[src/rtl/layer_sequencer_if.sv]
// ---------------------------------------------------------------------------
// layer_sequencer_if
// Purpose : Groups the instruction-RAM read port and the address-generator
//           handshake used by layer_sequencer.
// Signals :
//   instr_addr  - instruction RAM address (sequencer -> RAM)
//   instr_data  - Nk of the addressed layer, valid in the same cycle
//   ag_rst      - address-generator reset pulse (sequencer -> AG)
//   ag_start    - address-generator start pulse (sequencer -> AG)
//   ag_finished - layer-complete flag (AG -> sequencer)
// Modports: master = sequencer side, slave = RAM / address-generator side.
// ---------------------------------------------------------------------------
interface layer_sequencer_if;
    logic [7:0] instr_addr;
    logic [7:0] instr_data;
    logic       ag_rst;
    logic       ag_start;
    logic       ag_finished;

    modport master (
        output instr_addr,
        output ag_rst,
        output ag_start,
        input  instr_data,
        input  ag_finished
    );

    modport slave (
        input  instr_addr,
        input  ag_rst,
        input  ag_start,
        output instr_data,
        output ag_finished
    );
endinterface

[src/rtl/layer_sequencer.sv]
// ---------------------------------------------------------------------------
// layer_sequencer
// Purpose : Walks an instruction RAM of per-layer neuron counts, configures
//           and starts the address generator for each layer, waits for the
//           MAC pipeline to drain, then advances ping-pong neuron banks and
//           the weight base. A zero entry or MAX_LAYERS entries end the run.
// Ports   :
//   clk, reset        - clock, asynchronous active-high reset
//   start, n_inputs   - run request and input-layer size (sampled in IDLE)
//   bus (master)      - instruction RAM read port + address-generator handshake
//   nk, n_in          - current layer neuron count / inputs per neuron
//   neuro_read_base, neuro_write_base, weight_read_base - layer base addresses
//   busy, done        - not-idle flag, one-cycle completion pulse
//   layer_count       - layers completed in current / last run
//   wt_ovf            - sticky weight-address wrap flag
// ---------------------------------------------------------------------------
module layer_sequencer #(
    parameter int unsigned BANK_OFFSET  = 128,
    parameter int unsigned DRAIN_CYCLES = 2,
    parameter int unsigned MAX_LAYERS   = 16
) (
    input  logic                    clk,
    input  logic                    reset,
    input  logic                    start,
    input  logic [7:0]              n_inputs,
    layer_sequencer_if.master       bus,
    output logic [7:0]              nk,
    output logic [7:0]              n_in,
    output logic [7:0]              neuro_read_base,
    output logic [7:0]              neuro_write_base,
    output logic [7:0]              weight_read_base,
    output logic                    busy,
    output logic                    done,
    output logic [7:0]              layer_count,
    output logic                    wt_ovf
);

    localparam logic [7:0] BANK_BASE  = 8'(BANK_OFFSET);
    localparam logic [7:0] MAX_ADDR   = 8'(MAX_LAYERS);
    localparam logic [7:0] DRAIN_LOAD = 8'(DRAIN_CYCLES);

    typedef enum logic [2:0] {
        IDLE,
        FETCH,
        CONFIG,
        RUN,
        DRAIN,
        DONE
    } state_t;

    state_t     state_q;
    logic [7:0] addr_q;
    logic [7:0] nk_q;
    logic [7:0] n_in_q;
    logic [7:0] nrb_q;
    logic [7:0] nwb_q;
    logic [7:0] wrb_q;
    logic [7:0] drain_q;
    logic [7:0] lc_q;
    logic       ovf_q;
    logic       busy_q;
    logic       done_q;
    logic       ag_rst_q;
    logic       ag_start_q;

    // Weight-base advance computed at full width so both wrap sources are visible.
    logic [15:0] prod_d;
    logic [8:0]  wsum_d;

    assign prod_d = 16'(n_in_q) * 16'(nk_q);
    assign wsum_d = {1'b0, wrb_q} + {1'b0, prod_d[7:0]};

    always_ff @(posedge clk or posedge reset) begin
        if (reset) begin
            state_q    <= IDLE;
            addr_q     <= '0;
            nk_q       <= '0;
            n_in_q     <= '0;
            nrb_q      <= '0;
            nwb_q      <= BANK_BASE;
            wrb_q      <= '0;
            drain_q    <= '0;
            lc_q       <= '0;
            ovf_q      <= 1'b0;
            busy_q     <= 1'b0;
            done_q     <= 1'b0;
            ag_rst_q   <= 1'b0;
            ag_start_q <= 1'b0;
        end else begin
            // Pulse outputs default low; each is raised for the state it marks.
            ag_rst_q   <= 1'b0;
            ag_start_q <= 1'b0;
            done_q     <= 1'b0;
            case (state_q)
                IDLE: begin
                    if (start) begin
                        addr_q  <= '0;
                        n_in_q  <= n_inputs;
                        wrb_q   <= '0;
                        nrb_q   <= '0;
                        nwb_q   <= BANK_BASE;
                        lc_q    <= '0;
                        ovf_q   <= 1'b0;
                        busy_q  <= 1'b1;
                        state_q <= FETCH;
                    end
                end
                FETCH: begin
                    nk_q <= bus.instr_data;
                    if (bus.instr_data == '0 || addr_q == MAX_ADDR) begin
                        done_q  <= 1'b1;
                        state_q <= DONE;
                    end else begin
                        ag_rst_q <= 1'b1;
                        state_q  <= CONFIG;
                    end
                end
                CONFIG: begin
                    ag_start_q <= 1'b1;
                    state_q    <= RUN;
                end
                RUN: begin
                    // ag_start_q marks the first RUN cycle; ag_finished is not
                    // sampled there, giving a minimum RUN length of two cycles.
                    if (!ag_start_q && bus.ag_finished) begin
                        drain_q <= DRAIN_LOAD;
                        state_q <= DRAIN;
                    end
                end
                DRAIN: begin
                    if (drain_q == '0) begin
                        wrb_q   <= wsum_d[7:0];
                        ovf_q   <= ovf_q | (prod_d > 16'd255) | wsum_d[8];
                        nrb_q   <= nwb_q;
                        nwb_q   <= nrb_q;
                        n_in_q  <= nk_q;
                        addr_q  <= addr_q + 8'd1;
                        lc_q    <= lc_q + 8'd1;
                        state_q <= FETCH;
                    end else begin
                        drain_q <= drain_q - 8'd1;
                    end
                end
                DONE: begin
                    busy_q  <= 1'b0;
                    state_q <= IDLE;
                end
                default: state_q <= IDLE;
            endcase
        end
    end

    assign bus.instr_addr   = addr_q;
    assign bus.ag_rst       = ag_rst_q;
    assign bus.ag_start     = ag_start_q;
    assign nk               = nk_q;
    assign n_in             = n_in_q;
    assign neuro_read_base  = nrb_q;
    assign neuro_write_base = nwb_q;
    assign weight_read_base = wrb_q;
    assign busy             = busy_q;
    assign done             = done_q;
    assign layer_count      = lc_q;
    assign wt_ovf           = ovf_q;

endmodule
[src/flat_wrapper.sv]
// flat-port wrapper written by rule: the top's interface ports become plain ports
module layer_sequencer_flat 
#(
    parameter int unsigned BANK_OFFSET  = 128,
    parameter int unsigned DRAIN_CYCLES = 2,
    parameter int unsigned MAX_LAYERS   = 16
)
  (clk, reset, start, n_inputs, nk, n_in, neuro_read_base, neuro_write_base, weight_read_base, busy, done, layer_count, wt_ovf, bus_instr_addr, bus_ag_rst, bus_ag_start, bus_instr_data, bus_ag_finished);
  layer_sequencer_if bus_i ();
  input  logic clk;
  input  logic reset;
  input  logic start;
  input  logic [7:0] n_inputs;
  output logic [7:0] nk;
  output logic [7:0] n_in;
  output logic [7:0] neuro_read_base;
  output logic [7:0] neuro_write_base;
  output logic [7:0] weight_read_base;
  output logic busy;
  output logic done;
  output logic [7:0] layer_count;
  output logic wt_ovf;
  output wire logic [$bits(bus_i.instr_addr)-1:0] bus_instr_addr;
  output wire logic [$bits(bus_i.ag_rst)-1:0] bus_ag_rst;
  output wire logic [$bits(bus_i.ag_start)-1:0] bus_ag_start;
  input wire logic [$bits(bus_i.instr_data)-1:0] bus_instr_data;
  input wire logic [$bits(bus_i.ag_finished)-1:0] bus_ag_finished;
  assign bus_instr_addr = bus_i.instr_addr;
  assign bus_ag_rst = bus_i.ag_rst;
  assign bus_ag_start = bus_i.ag_start;
  assign bus_i.instr_data = bus_instr_data;
  assign bus_i.ag_finished = bus_ag_finished;
  layer_sequencer #(.BANK_OFFSET(BANK_OFFSET), .DRAIN_CYCLES(DRAIN_CYCLES), .MAX_LAYERS(MAX_LAYERS)) u_core (.clk(clk), .reset(reset), .start(start), .n_inputs(n_inputs), .bus(bus_i), .nk(nk), .n_in(n_in), .neuro_read_base(neuro_read_base), .neuro_write_base(neuro_write_base), .weight_read_base(weight_read_base), .busy(busy), .done(done), .layer_count(layer_count), .wt_ovf(wt_ovf));
endmodule
[config.mk]
export PLATFORM = sky130hd
export DESIGN_NAME = layer_sequencer_flat
export DESIGN_NICKNAME = d
export VERILOG_FILES = /design/src/rtl/layer_sequencer_if.sv /design/src/rtl/layer_sequencer.sv /design/src/flat_wrapper.sv
export SDC_FILE = /design/constraint.sdc
export NUM_CORES = 1
export LEC_CHECK = 0
export CORE_ASPECT_RATIO = 1.2
export CORE_MARGIN = 10
export CORE_UTILIZATION = 40
export DETAILED_ROUTE_END_ITERATION = 10
export SLEW_MARGIN = 20
export SYNTH_ARGS = -nofsm -noshare
export SYNTH_HDL_FRONTEND = slang
export SYNTH_SLANG_ARGS = --single-unit
[constraint.sdc]
create_clock -name clk -period 9 [get_ports clk]
set_clock_uncertainty 0.05 [all_clocks]
set_input_delay 1.35 -clock clk [delete_from_list [all_inputs] [get_ports clk]]
set_output_delay 1.35 -clock clk [all_outputs]
set_load 0.005 [all_outputs]
==> impl_results.md <==
* Clock Sink Count at ~70
* Placed Cells at between 800 and 900
* Number of setup buffers added after CTS at 0
* CP Launch Type: flop
* Clk pin slew, worst setup/hold paths at about 0.060 ns
* DIE AREA at between 15,000 and 20,000 sq um
* Hold-fix buffers at CTS at 0
* Synth Register Bits at between 70 and 80
* Final setup violation count at 0
* Total Routing Usage GR at approximately 15%
* Fin cells at roughly 850
* Share of layout cells above drive strength 1 at 5.58%
* CP arrival at between 5 and 6 ns
* Gr ovfl total at 0
* Site row count at 47
* Max-cap check violation count at 0
* Mapped Avg Cell Area at roughly 9.3 sq um
* Slew headroom at a little under a third
* Clock root cell: clkbuf_16
* Cell Area, Synth at between 5000 and 6000 sq um
* Fraction of registers with async set/reset at between 90% and 100%
* Met2 WL at between 6 and 7 mm
* Most common flop cell mapped by yosys: dfrtp_1
* Initial antenna violation count at 0
* RSZ-0062 raised after global routing: no
* Post-DP Area at ~6600 sq um
* Final net count at 781
* Die H at roughly 150 microns
* Final period util at about 63%
* CP Capture Type: flop
* Final hold vios at 0
* Clock Path Buffers at 2
* 1st-iter DRT viols at 196
* Vias at approximately 4.5k
* Worst-path maximum fanout at 11
* H-tree depth at 3
* DP HPWL at around 11 mm
* Vias per Instance at around 5.3
* Initial Util at about 41%
* Largest net degree at the start of global routing at 73
* Die Width at 128 microns
* Yosys warning count at 0
* Post-route ant nets at 0
* Final TNS setup at 0 ns
* Uppermost layer routed: met4
* CP Data Required Time at approximately 9 ns
* Routability Congestion at ~0.83
* Final Instance Area at 6890 sq um
* Post-synth EDFFs at 0
* Period minus WS final at ~5.6 ns
* Core Util, Final at approximately half
* Seq/Total Area, Yosys at between 30 and 40%
* DRC errors left at 0
* Met3 routed WL at 1.02 mm
* Mapped Nets at roughly 710
* Post-CTS resize count at 0
* Hold Crit Class: reg -> reg
* Fmax at 177 MHz
* Status: complete, no violations
* Core ar. at roughly 14,000 sq um
* WS Path Type: reg -> reg
* Slew Limit Fails at 0
* Synth unique cells at between 50 and 60
* Post-Syn Instances at slightly above 600
* Commonest non-fill, non-tap cell in the layout: clkdlybuf4s50_1
* Wire length on met1 at 6.01 mm
* Clk_lat worst skew at between 0.3 and 0.4 ns
* Vias in the first global route at ~4.6k
* Pre-antenna DRT Iters at 4
* Drt total wl at approximately 14 mm
* Wire per inst at about 16 microns
* Syn-to-layout area delta at 22.5%
* Most frequent cells in the layout: 80 x clkdlybuf4s50_1, 71 x dfrtp_1, 70 x nand2_1, 65 x inv_1, 48 x ha_1
* Io pins at roughly 80
* Antenna cell count at 0
* First-pass GRT wire length at ~23 mm
* CTS tree: done
* Worst-margin pin slew at about 1.0 ns
* Num CTS Buffers at 9
* # port buffers at 80
-- cells in the mapped netlist (5+ instances only) --
| library cell | n | area (sq um) |
|---|---|---|
| inv_1 | 66 | 248 |
| nor3_1 | 6 | 30.0 |
| xnor2_1 | 11 | 96.3 |
| nand2_1 | 70 | 263 |
| fa_1 | 37 | 741 |
| mux2i_1 | 8 | 80.1 |
| and2_1 | 47 | 294 |
| o21a_1 | 5 | 37.5 |
| xor2_1 | 17 | 149 |
| dfrtp_1 | 71 | 1780 |
| nor2_1 | 44 | 165 |
| o21ai_0 | 20 | 100 |
| ha_1 | 48 | 601 |
| clkbuf_1 | 14 | 52.6 |
| a21oi_1 | 24 | 120 |
| mux2_2 | 8 | 90.1 |
| or3_1 | 6 | 37.5 |
| nand3_1 | 30 | 150 |
-- path summary, 6_finish.rpt --
kind	cells past startpoint	endpoint	startpoint	slack, ns
setup / recovery	18	u_core.wt_ovf	u_core.nk[7]	3.37
hold / removal	2	u_core.neuro_read_base[7]	u_core.neuro_write_base[7]	0.44
setup reg to reg	18	u_core.wt_ovf	u_core.nk[7]	3.37
hold reg to reg	2	u_core.neuro_read_base[7]	u_core.neuro_write_base[7]	0.44
max in group asynchronous	3	u_core.n_in[4]	reset	6.75
min in group asynchronous	3	u_core.neuro_read_base[6]	reset	1.58
-- stage by stage --
stage | hold WS (ns) | setup WS, ns
floorplan | 0.432 | 3.65
global placement | 0.426 | 3.51
detailed placement | 0.431 | 3.36
CTS | 0.448 | 3.32
global route | 0.472 | 2.96
finish | 0.445 | 3.37
-- logic make-up after synthesis --
| family | Yosys count | share of synthesized area [%] |
|---|---|---|
| XOR/XNOR | 28 | 4.36 |
| buffers and inverters | 88 | 6.09 |
| flip-flops | 72 | 32.0 |
| AND/OR/NAND/NOR | 232 | 20.9 |
| adder cells (fa/ha/maj) | 85 | 23.8 |
| AO/OA/AOI/OAI | 83 | 9.76 |
| multiplexers | 16 | 3.02 |
-- flip-flops by register name, summed over array words and instances (netlist names) --
register,count
u_core.bus.ag_start,1
u_core.bus.instr_addr,8
u_core.layer_count,8
u_core.neuro_read_base,8
u_core.neuro_write_base,8
u_core.wt_ovf,1
u_core.n_in,8
u_core.bus.ag_rst,1
u_core.drain_q,8
u_core.done,1
u_core.busy,1
u_core.state_q,3
u_core.nk,8
u_core.weight_read_base,8
-- routing by layer --
metal	vias up	GRT usage, %
met3	12	5.17
met5	-	0
met1	2238	18.3
met4	0	4.79
met2	92	24.1
li1	2153	-
-- worst max-delay path, stage by stage, from the launching register on --
cell,delay [ns]
dfrtp_1,0.55
nand2_1,0.15
fa_1,0.52
fa_1,0.55
inv_1,0.06
fa_1,0.54
inv_1,0.06
fa_1,0.53
inv_1,0.04
ha_1,0.35
o21ai_0,0.15
a21oi_1,0.20
nor2_1,0.08
ha_1,0.32
a221o_1,0.35
a211o_1,0.22
or3_1,0.36
a2111oi_0,0.28
a31oi_1,0.14
-- final cells by class --
cell class | instances | area (sq um)
multi-input combinational | 444 | 3490
fill | 1287 | 6930
clock buffer | 12 | 267
inverter | 66 | 248
timing repair buffer | 83 | 823
sequential | 72 | 1800
tap | 171 | 214
clock inverter | 4 | 51.3
Power is left out: the tool's default activity adds up to more than one toggle a clock period on the data nets, which glitch-free logic cannot reach.
